`src/rtl/gen_keyer_pkg.sv`:
```
// Shared constants for the test-burst keyer: config register map, MODE bit
// positions, FSM state encoding and default widths.
package gen_keyer_pkg;

    localparam int DW_DEF    = 18;
    localparam int ENV_W_DEF = 17;
    localparam int CNT_W_DEF = 24;

    localparam logic [1:0] SEL_MODE      = 2'd0;
    localparam logic [1:0] SEL_ON_LEN    = 2'd1;
    localparam logic [1:0] SEL_OFF_LEN   = 2'd2;
    localparam logic [1:0] SEL_RAMP_STEP = 2'd3;

    localparam int MODE_EN   = 0;
    localparam int MODE_REP  = 1;
    localparam int MODE_MIX  = 2;
    localparam int MODE_BYP  = 3;
    localparam int MODE_TRIG = 4;

    localparam logic [2:0] ST_IDLE      = 3'd0;
    localparam logic [2:0] ST_RAMP_UP   = 3'd1;
    localparam logic [2:0] ST_ON        = 3'd2;
    localparam logic [2:0] ST_RAMP_DOWN = 3'd3;
    localparam logic [2:0] ST_OFF       = 3'd4;

endpackage

```
`src/rtl/gen_keyer_env.sv`:
```
// Burst envelope FSM: linear ramp up, hold, ramp down, gap, optional repeat.
// env_o is registered; burst_done_o pulses combinationally on the cycle env hits 0 in RAMP_DOWN.
module gen_keyer_env
    import gen_keyer_pkg::*;
#(
    parameter int ENV_W = ENV_W_DEF,
    parameter int CNT_W = CNT_W_DEF
) (
    input  logic             clk_i,
    input  logic             rst_i,
    input  logic             en_i,
    input  logic             rep_i,
    input  logic             trig_i,
    input  logic [CNT_W-1:0] on_len_i,
    input  logic [CNT_W-1:0] off_len_i,
    input  logic [ENV_W-1:0] step_i,
    output logic [ENV_W-1:0] env_o,
    output logic             burst_done_o
);

    localparam logic [ENV_W-1:0] FULL = {1'b1, {(ENV_W-1){1'b0}}};

    logic [2:0]       state_q, state_d;
    logic [ENV_W-1:0] env_q, env_d;
    logic [ENV_W-1:0] step_q, step_d;
    logic [CNT_W-1:0] cnt_q, cnt_d;

    logic [ENV_W-1:0] step_eff;
    logic [ENV_W:0]   up_sum;
    logic [ENV_W-1:0] up_env;
    logic [ENV_W-1:0] dn_env;

    assign step_eff = (step_i == '0) ? ENV_W'(1) : step_i;
    assign up_sum   = {1'b0, env_q} + {1'b0, step_q};
    assign up_env   = (up_sum >= {1'b0, FULL}) ? FULL : up_sum[ENV_W-1:0];
    assign dn_env   = (env_q > step_q) ? (env_q - step_q) : '0;

    // Step and durations are captured on state entry, so mid-burst writes land on the next phase.
    always_comb begin
        state_d      = state_q;
        env_d        = env_q;
        step_d       = step_q;
        cnt_d        = cnt_q;
        burst_done_o = 1'b0;
        case (state_q)
            ST_IDLE: begin
                env_d = '0;
                if (trig_i && en_i) begin
                    state_d = ST_RAMP_UP;
                    step_d  = step_eff;
                end
            end
            ST_RAMP_UP: begin
                if (!en_i) begin
                    state_d = ST_RAMP_DOWN;
                    step_d  = step_eff;
                end else begin
                    env_d = up_env;
                    if (up_env == FULL) begin
                        if (on_len_i == '0) begin
                            state_d = ST_RAMP_DOWN;
                            step_d  = step_eff;
                        end else begin
                            state_d = ST_ON;
                            cnt_d   = on_len_i;
                        end
                    end
                end
            end
            ST_ON: begin
                if (!en_i || cnt_q <= CNT_W'(1)) begin
                    state_d = ST_RAMP_DOWN;
                    step_d  = step_eff;
                end else begin
                    cnt_d = cnt_q - 1'b1;
                end
            end
            ST_RAMP_DOWN: begin
                env_d = dn_env;
                if (dn_env == '0) begin
                    burst_done_o = 1'b1;
                    if (en_i && off_len_i != '0) begin
                        state_d = ST_OFF;
                        cnt_d   = off_len_i;
                    end else if (en_i && rep_i) begin
                        state_d = ST_RAMP_UP;
                        step_d  = step_eff;
                    end else begin
                        state_d = ST_IDLE;
                    end
                end
            end
            ST_OFF: begin
                if (!en_i) begin
                    state_d = ST_IDLE;
                end else if (cnt_q <= CNT_W'(1)) begin
                    if (rep_i) begin
                        state_d = ST_RAMP_UP;
                        step_d  = step_eff;
                    end else begin
                        state_d = ST_IDLE;
                    end
                end else begin
                    cnt_d = cnt_q - 1'b1;
                end
            end
            default: begin
                state_d = ST_IDLE;
                env_d   = '0;
            end
        endcase
    end

    always_ff @(posedge clk_i) begin
        if (rst_i) begin
            state_q <= ST_IDLE;
            env_q   <= '0;
            step_q  <= ENV_W'(1);
            cnt_q   <= '0;
        end else begin
            state_q <= state_d;
            env_q   <= env_d;
            step_q  <= step_d;
            cnt_q   <= cnt_d;
        end
    end

    assign env_o = env_q;

endmodule

```
`src/rtl/gen_keyer.sv`:
```
// Keys the generator sine with a ramped envelope and replaces or mixes it into the ADC stream.
// Fixed 3-cycle latency sample-in to rx_data; no backpressure, one sample per adc_clk.
module gen_keyer
    import gen_keyer_pkg::*;
#(
    parameter int DW    = DW_DEF,
    parameter int ENV_W = ENV_W_DEF,
    parameter int CNT_W = CNT_W_DEF
) (
    input  logic                 adc_clk,
    input  logic                 reset,
    input  logic signed [DW-1:0] gen_data,
    input  logic signed [DW-1:0] adc_data,
    input  logic                 cfg_wr,
    input  logic [1:0]           cfg_sel,
    input  logic [31:0]          cfg_data,
    output logic signed [DW-1:0] rx_data,
    output logic                 key_on,
    output logic [15:0]          burst_cnt
);

    localparam int               PW   = DW + ENV_W;
    localparam logic [ENV_W-1:0] FULL = {1'b1, {(ENV_W-1){1'b0}}};

    function automatic logic [DW-1:0] sat(input logic [DW:0] x);
        if (x[DW] != x[DW-1]) begin
            sat = {x[DW], {(DW-1){~x[DW]}}};
        end else begin
            sat = x[DW-1:0];
        end
    endfunction

    logic [3:0]       mode_q;
    logic             trig_q;
    logic [CNT_W-1:0] on_len_q;
    logic [CNT_W-1:0] off_len_q;
    logic [ENV_W-1:0] step_q;
    logic [CNT_W-1:0] len_sat;
    logic [ENV_W-1:0] step_sat;

    assign len_sat  = (|cfg_data[31:CNT_W]) ? '1 : cfg_data[CNT_W-1:0];
    assign step_sat = (cfg_data > 32'(FULL)) ? FULL : cfg_data[ENV_W-1:0];

    always_ff @(posedge adc_clk) begin
        if (reset) begin
            mode_q    <= '0;
            trig_q    <= 1'b0;
            on_len_q  <= '0;
            off_len_q <= '0;
            step_q    <= ENV_W'(1);
        end else begin
            // TRIG is a write side effect only; it is never stored in MODE.
            trig_q <= cfg_wr && (cfg_sel == SEL_MODE) && cfg_data[MODE_TRIG];
            if (cfg_wr) begin
                case (cfg_sel)
                    SEL_MODE:    mode_q    <= cfg_data[3:0];
                    SEL_ON_LEN:  on_len_q  <= len_sat;
                    SEL_OFF_LEN: off_len_q <= len_sat;
                    default:     step_q    <= step_sat;
                endcase
            end
        end
    end

    logic [ENV_W-1:0] env;
    logic             burst_done;

    gen_keyer_env #(
        .ENV_W (ENV_W),
        .CNT_W (CNT_W)
    ) u_env (
        .clk_i        (adc_clk),
        .rst_i        (reset),
        .en_i         (mode_q[MODE_EN]),
        .rep_i        (mode_q[MODE_REP]),
        .trig_i       (trig_q),
        .on_len_i     (on_len_q),
        .off_len_i    (off_len_q),
        .step_i       (step_q),
        .env_o        (env),
        .burst_done_o (burst_done)
    );

    logic [15:0] burst_cnt_q;

    always_ff @(posedge adc_clk) begin
        if (reset) begin
            burst_cnt_q <= '0;
        end else if (burst_done) begin
            burst_cnt_q <= burst_cnt_q + 16'd1;
        end
    end

    logic signed [DW-1:0] gen_s1_q, adc_s1_q, adc_s2_q;
    logic [ENV_W-1:0]     env_s1_q;
    logic signed [PW-1:0] prod_s2_q;
    logic                 nz_s2_q;
    logic signed [DW-1:0] rx_q;
    logic                 key_q;

    logic signed [PW-1:0] prod_d;
    logic signed [PW-1:0] rnd;
    logic [DW:0]          scaled_w;
    logic [DW-1:0]        scaled;
    logic [DW:0]          sum_w;
    logic [DW-1:0]        rx_d;

    assign prod_d   = PW'(gen_s1_q) * PW'($signed({1'b0, env_s1_q}));
    assign rnd      = prod_s2_q + PW'(32768);
    assign scaled_w = rnd[PW-1:ENV_W-1];
    assign scaled   = sat(scaled_w);
    assign sum_w    = {adc_s2_q[DW-1], adc_s2_q} + {scaled[DW-1], scaled};

    always_comb begin
        rx_d = scaled;
        if (mode_q[MODE_BYP]) begin
            rx_d = adc_s2_q;
        end else if (mode_q[MODE_MIX]) begin
            rx_d = sat(sum_w);
        end
    end

    always_ff @(posedge adc_clk) begin
        if (reset) begin
            gen_s1_q  <= '0;
            adc_s1_q  <= '0;
            env_s1_q  <= '0;
            prod_s2_q <= '0;
            adc_s2_q  <= '0;
            nz_s2_q   <= 1'b0;
            rx_q      <= '0;
            key_q     <= 1'b0;
        end else begin
            gen_s1_q  <= gen_data;
            adc_s1_q  <= adc_data;
            env_s1_q  <= env;
            prod_s2_q <= prod_d;
            adc_s2_q  <= adc_s1_q;
            nz_s2_q   <= (env_s1_q != '0);
            rx_q      <= rx_d;
            key_q     <= nz_s2_q;
        end
    end

    logic cfg_unused;
    assign cfg_unused = ^{cfg_data[31:5], rnd[ENV_W-2:0]};

    assign rx_data   = rx_q;
    assign key_on    = key_q;
    assign burst_cnt = burst_cnt_q;

endmodule

```
`config.mk`:
```
export PLATFORM = sky130hd
export DESIGN_NAME = gen_keyer
export DESIGN_NICKNAME = d
export VERILOG_FILES = /design/src/rtl/gen_keyer_pkg.sv /design/src/rtl/gen_keyer_env.sv /design/src/rtl/gen_keyer.sv
export SDC_FILE = /design/constraint.sdc
export NUM_CORES = 1
export LEC_CHECK = 0
export BUFFER_PORTS_ARGS = -buffer_cell sky130_fd_sc_hd__buf_2
export CAP_MARGIN = 20
export CORE_UTILIZATION = 45
export DETAILED_ROUTE_END_ITERATION = 8
export GPL_TIMING_DRIVEN = 0
export PLACE_DENSITY = 0.72
export SYNTH_ARGS = -nofsm -noshare
export SYNTH_HDL_FRONTEND = slang
export SYNTH_SLANG_ARGS = --single-unit
```
`constraint.sdc`:
```
create_clock -name adc_clk -period 14.8 [get_ports adc_clk]
set_clock_uncertainty 0.1 [all_clocks]
set_input_delay 2.96 -clock adc_clk [delete_from_list [all_inputs] [get_ports adc_clk]]
set_output_delay 2.96 -clock adc_clk [all_outputs]
set_load 0.01 [all_outputs]
```
==> results.sh <==
export IMPL_syn_num_nets=3368
export IMPL_period_needed_ns=8.59
export IMPL_dr_pass1_iters=6
export IMPL_p_per_area_nw_per_um2=88.1
export IMPL_rsz0062_at_grt="false"
export IMPL_hold_slack_ns=0.335
export IMPL_hold_buffers=0
export IMPL_vias_per_cell=5.58
export IMPL_place_area_um2=25900
export IMPL_n_fill_cell=5165
export IMPL_postCtsResizedCells=0
export IMPL_die_area_um2=55500
export IMPL_slew_viol_final=0
export IMPL_final_layout_size_suffix_gt1_share_pct=6.75
export IMPL_via_count=20700
export IMPL_worstMarginPinSlew_ns=1.02
export IMPL_place_ws_ns=6.34
export IMPL_wire_per_inst_um=18.8
export IMPL_dieHeight_um=236
export IMPL_ys_types=94
export IMPL_period_share_pct=58.0
export IMPL_p_leak_uw=0.0122
export IMPL_finalWorstSetupSlack_ns=6.21
export IMPL_critical_path_max_stage_delay_ns=0.86
export IMPL_cp_top_family="compound AO/OA/AOI/OAI gates"
export IMPL_port_buffers=106
export IMPL_drtAntennaViolNets=0
export IMPL_syn_area_per_cell_um2=8.62
export IMPL_cts_buffers=29
export IMPL_antenna_found_initial=0
export IMPL_path_cells="clkbuf_1 -> and2_1 -> fa_1 -> inv_1 -> fa_1 -> fa_1 -> fa_1 -> inv_1 -> fa_1 -> inv_1 -> fa_1 -> inv_1 -> ha_1 -> a2111oi_0 -> o21ai_0 -> a2bb2oi_1 -> o221ai_1 -> o41ai_1 -> o211ai_1 -> a31oi_1 -> o21bai_1 -> a21oi_1 -> mux2_1"
export IMPL_drc=0
export IMPL_cts_num_sinks=258
export IMPL_cts_tree="built"
export IMPL_seqCellArea_um2=5160
export IMPL_initial_core_util_pct=45.6
export IMPL_slew_headroom_pct=31.0
export IMPL_post_cts_buffers=0
export IMPL_setup_violations_final=0
export IMPL_worstReg2RegStart="env_s1_q[5]"
export IMPL_ys_seq_area_share_pct=21.0
export IMPL_worstHoldPathCells=1
export IMPL_diodes=0
export IMPL_final_util_pct=50.1
export IMPL_area_delta_synth_final_pct=9.74
export IMPL_cts_root_buf="clkbuf_16"
export IMPL_grt_first_pass_wirelength_mm=112
export IMPL_dieWidth_um=236
export IMPL_timing_rr_end="prod_s2_q[33]"
export IMPL_ios=108
export IMPL_rows=85
export IMPL_async_flop_share_pct=0
export IMPL_fmax_mhz=116
export IMPL_place_hpwl_mm=54.5
export IMPL_grt_max_degree=16
export IMPL_ys_ff_latch=258
export IMPL_grt_pass1_vias=20900
export IMPL_path_common_cell="fa_1"
export IMPL_layout_nets=3506
export IMPL_stdcell_area_um2=26900
export IMPL_peakVddDrop_v=0.000103
export IMPL_core_um2=53800
export IMPL_ff2ff_setup_slack_ns=6.21
export IMPL_clockBufferDepth=3
export IMPL_end_kind="flop"
export IMPL_hold_end="adc_s2_q[2]"
export IMPL_hold_start="adc_s1_q[2]"
export IMPL_yosys_warnings=0
export IMPL_cp_slowest_cell="o41ai_1"
export IMPL_clkSlewWorstSetupHoldPaths_ns=0.06
export IMPL_clock_latency_ns=0.60
export IMPL_cp_data_arrival_time_ns=8.92
export IMPL_synth_area_leaders="fa_1 25%, dfxtp_1 21%, ha_1 7.1%"
export IMPL_cts_max_level=1
export IMPL_multi_input_area_um2=17200
export IMPL_crit_buf_inv=5
export IMPL_setup_tns_ns=0
export IMPL_startpoint_type="flop"
export IMPL_yosysTopAreaCell="fa_1"
export IMPL_synth_edf_count=0
export IMPL_crit_required_ns=15.13
export IMPL_hold_viol_final=0
export IMPL_synth_area_um2=24500
export IMPL_crit_type="reg2reg"
export IMPL_synthCells=2848
export IMPL_worst_path_max_fanout=10
export IMPL_synth_top_cell_area_share_pct=25.0
export IMPL_synth_top_flop_cell="dfxtp_1"
export IMPL_grt_overflow=0
export IMPL_gp_congestion=0.957
export IMPL_outcome="finished clean"
export IMPL_drt_iter0_markers=1680
export IMPL_r2r_cells=23
export IMPL_worstHoldPathType="reg2reg"
export IMPL_grt_usage_pct=25.4
export IMPL_cap_violations=0
export IMPL_routed_wl_mm=69.5
per-stage QoR:
stage | power, uW | std cells
after floorplan | 1390 | 2848
after global placement | 1630 | 3650
after detailed placement | 1630 | 3650
after CTS | 2370 | 3703
after global routing | 2510 | 3704
final | 2370 | 3704
cells in the mapped netlist, types with 7 or more instances:
cell type / count
nand3_1: 36
ha_1: 140
dfxtp_1: 258
nand4_1: 19
clkbuf_1: 132
fa_1: 307
a31oi_1: 7
xor2_1: 23
a221oi_1: 28
a211oi_1: 74
and3_1: 21
inv_1: 427
o211ai_1: 10
mux2i_1: 25
nor4_1: 40
a311oi_1: 20
a21o_1: 21
a22oi_1: 19
a2111oi_0: 10
or3_1: 8
nand2_1: 243
o21ai_0: 44
nor2b_1: 88
nor2_1: 247
o31ai_1: 12
o21a_1: 11
mux2_1: 11
a21oi_1: 122
buf_1: 7
xnor2_1: 53
nor3_1: 44
o21bai_1: 9
nand2b_1: 13
and2_1: 158
o22ai_1: 14
a21boi_0: 7
or2_2: 7
cells in the final DEF, fill, tap and decap left out, types with 8 or more instances in the layout:
cell type / n
clkbuf_16: 29
nand2b_1: 13
nor3_1: 44
a221oi_1: 28
a22oi_1: 19
a21o_1: 21
nor2b_1: 88
mux2_1: 11
xnor2_1: 53
clkbuf_1: 135
and3_1: 21
or3_1: 8
nand3_1: 36
o211ai_1: 10
nor4_1: 40
nor2_1: 247
nand4_1: 19
buf_2: 110
a21oi_1: 122
nand2_1: 243
xor2_1: 23
fa_1: 307
o21bai_1: 9
o21a_1: 11
o22ai_1: 14
o21ai_0: 44
a211oi_1: 74
ha_1: 140
mux2i_1: 25
and2_1: 158
inv_1: 427
a2111oi_0: 10
a311oi_1: 20
dfxtp_1: 258
o31ai_1: 12
worst reg2reg max path, stage by stage (launching register included):
cell	delay (ns)
dfxtp_1	0.68
clkbuf_1	0.54
and2_1	0.23
fa_1	0.41
inv_1	0.10
fa_1	0.42
fa_1	0.51
fa_1	0.55
inv_1	0.06
fa_1	0.47
inv_1	0.05
fa_1	0.47
inv_1	0.05
ha_1	0.19
a2111oi_0	0.43
o21ai_0	0.22
a2bb2oi_1	0.36
o221ai_1	0.23
o41ai_1	0.86
o211ai_1	0.30
a31oi_1	0.43
o21bai_1	0.15
a21oi_1	0.19
mux2_1	0.42
routing by layer:
metal,part of all wire [%],track usage [%],vias up
li1,-,-,9634
met1,41,32.0,10100
met2,48,43.5,789
met3,6.1,3.25,208
met4,5.0,11.0,0
met5,0,0,-
worst max path at each step:
stage / start / slack [ns] / to / cells after the start
after floorplan: env_s1_q[9] / 8.05 / prod_s2_q[33] / 23
after global placement: env_s1_q[5] / 6.34 / prod_s2_q[33] / 23
after detailed placement: env_s1_q[5] / 6.34 / prod_s2_q[33] / 23
after CTS: env_s1_q[5] / 6.30 / prod_s2_q[33] / 23
after global routing: env_s1_q[3] / 5.85 / prod_s2_q[33] / 23
final: env_s1_q[5] / 6.21 / prod_s2_q[33] / 23
kinds of logic (layout without fill, tap and decap cells):
| group | Yosys count | in the layout | share of synthesized area [%] |
|---|---|---|---|
| adders and majority gates | 450 | 450 | 32.3 |
| xor gates and xnor gates | 76 | 76 | 2.71 |
| AOI/OAI and AO/OA | 479 | 479 | 13.7 |
| DFF | 258 | 258 | 21.0 |
| muxes | 40 | 40 | 1.71 |
| and+or+nand+nor | 964 | 964 | 19.5 |
| buffers and inverters | 581 | 741 | 9.07 |
report_power, final:
part           internal, uW  leakage, uW  switching [uW]
registers               744      0.00211            52.1
logic                   320      0.00962             517
clock network           418     0.000485             321
registers in the layout, summed over array words and instances (netlist names), 4 cells and up:
| name | cells |
|---|---|
| prod_s2_q | 20 |
| env_s1_q | 17 |
| off_len_q | 24 |
| mode_q | 4 |
| step_q | 17 |
| adc_s2_q | 18 |
| rx_data | 18 |
| burst_cnt | 16 |
| gen_s1_q | 18 |
| u_env.cnt_q | 24 |
| u_env.step_q | 17 |
| adc_s1_q | 18 |
| on_len_q | 24 |
| u_env.env_o | 17 |
cell type report:
type | count | area share, %
clock buffers | 39 | 3.09
well taps | 696 | 3.23
plain buffers | 150 | 2.26
inverters | 431 | 6.01
repair buffers | 107 | 2.00
multi-input cells | 2009 | 63.7
flip-flops and latches | 258 | 19.2
clock inverters | 14 | 0.553
Note: power is estimated with default switching activity, not from simulation.
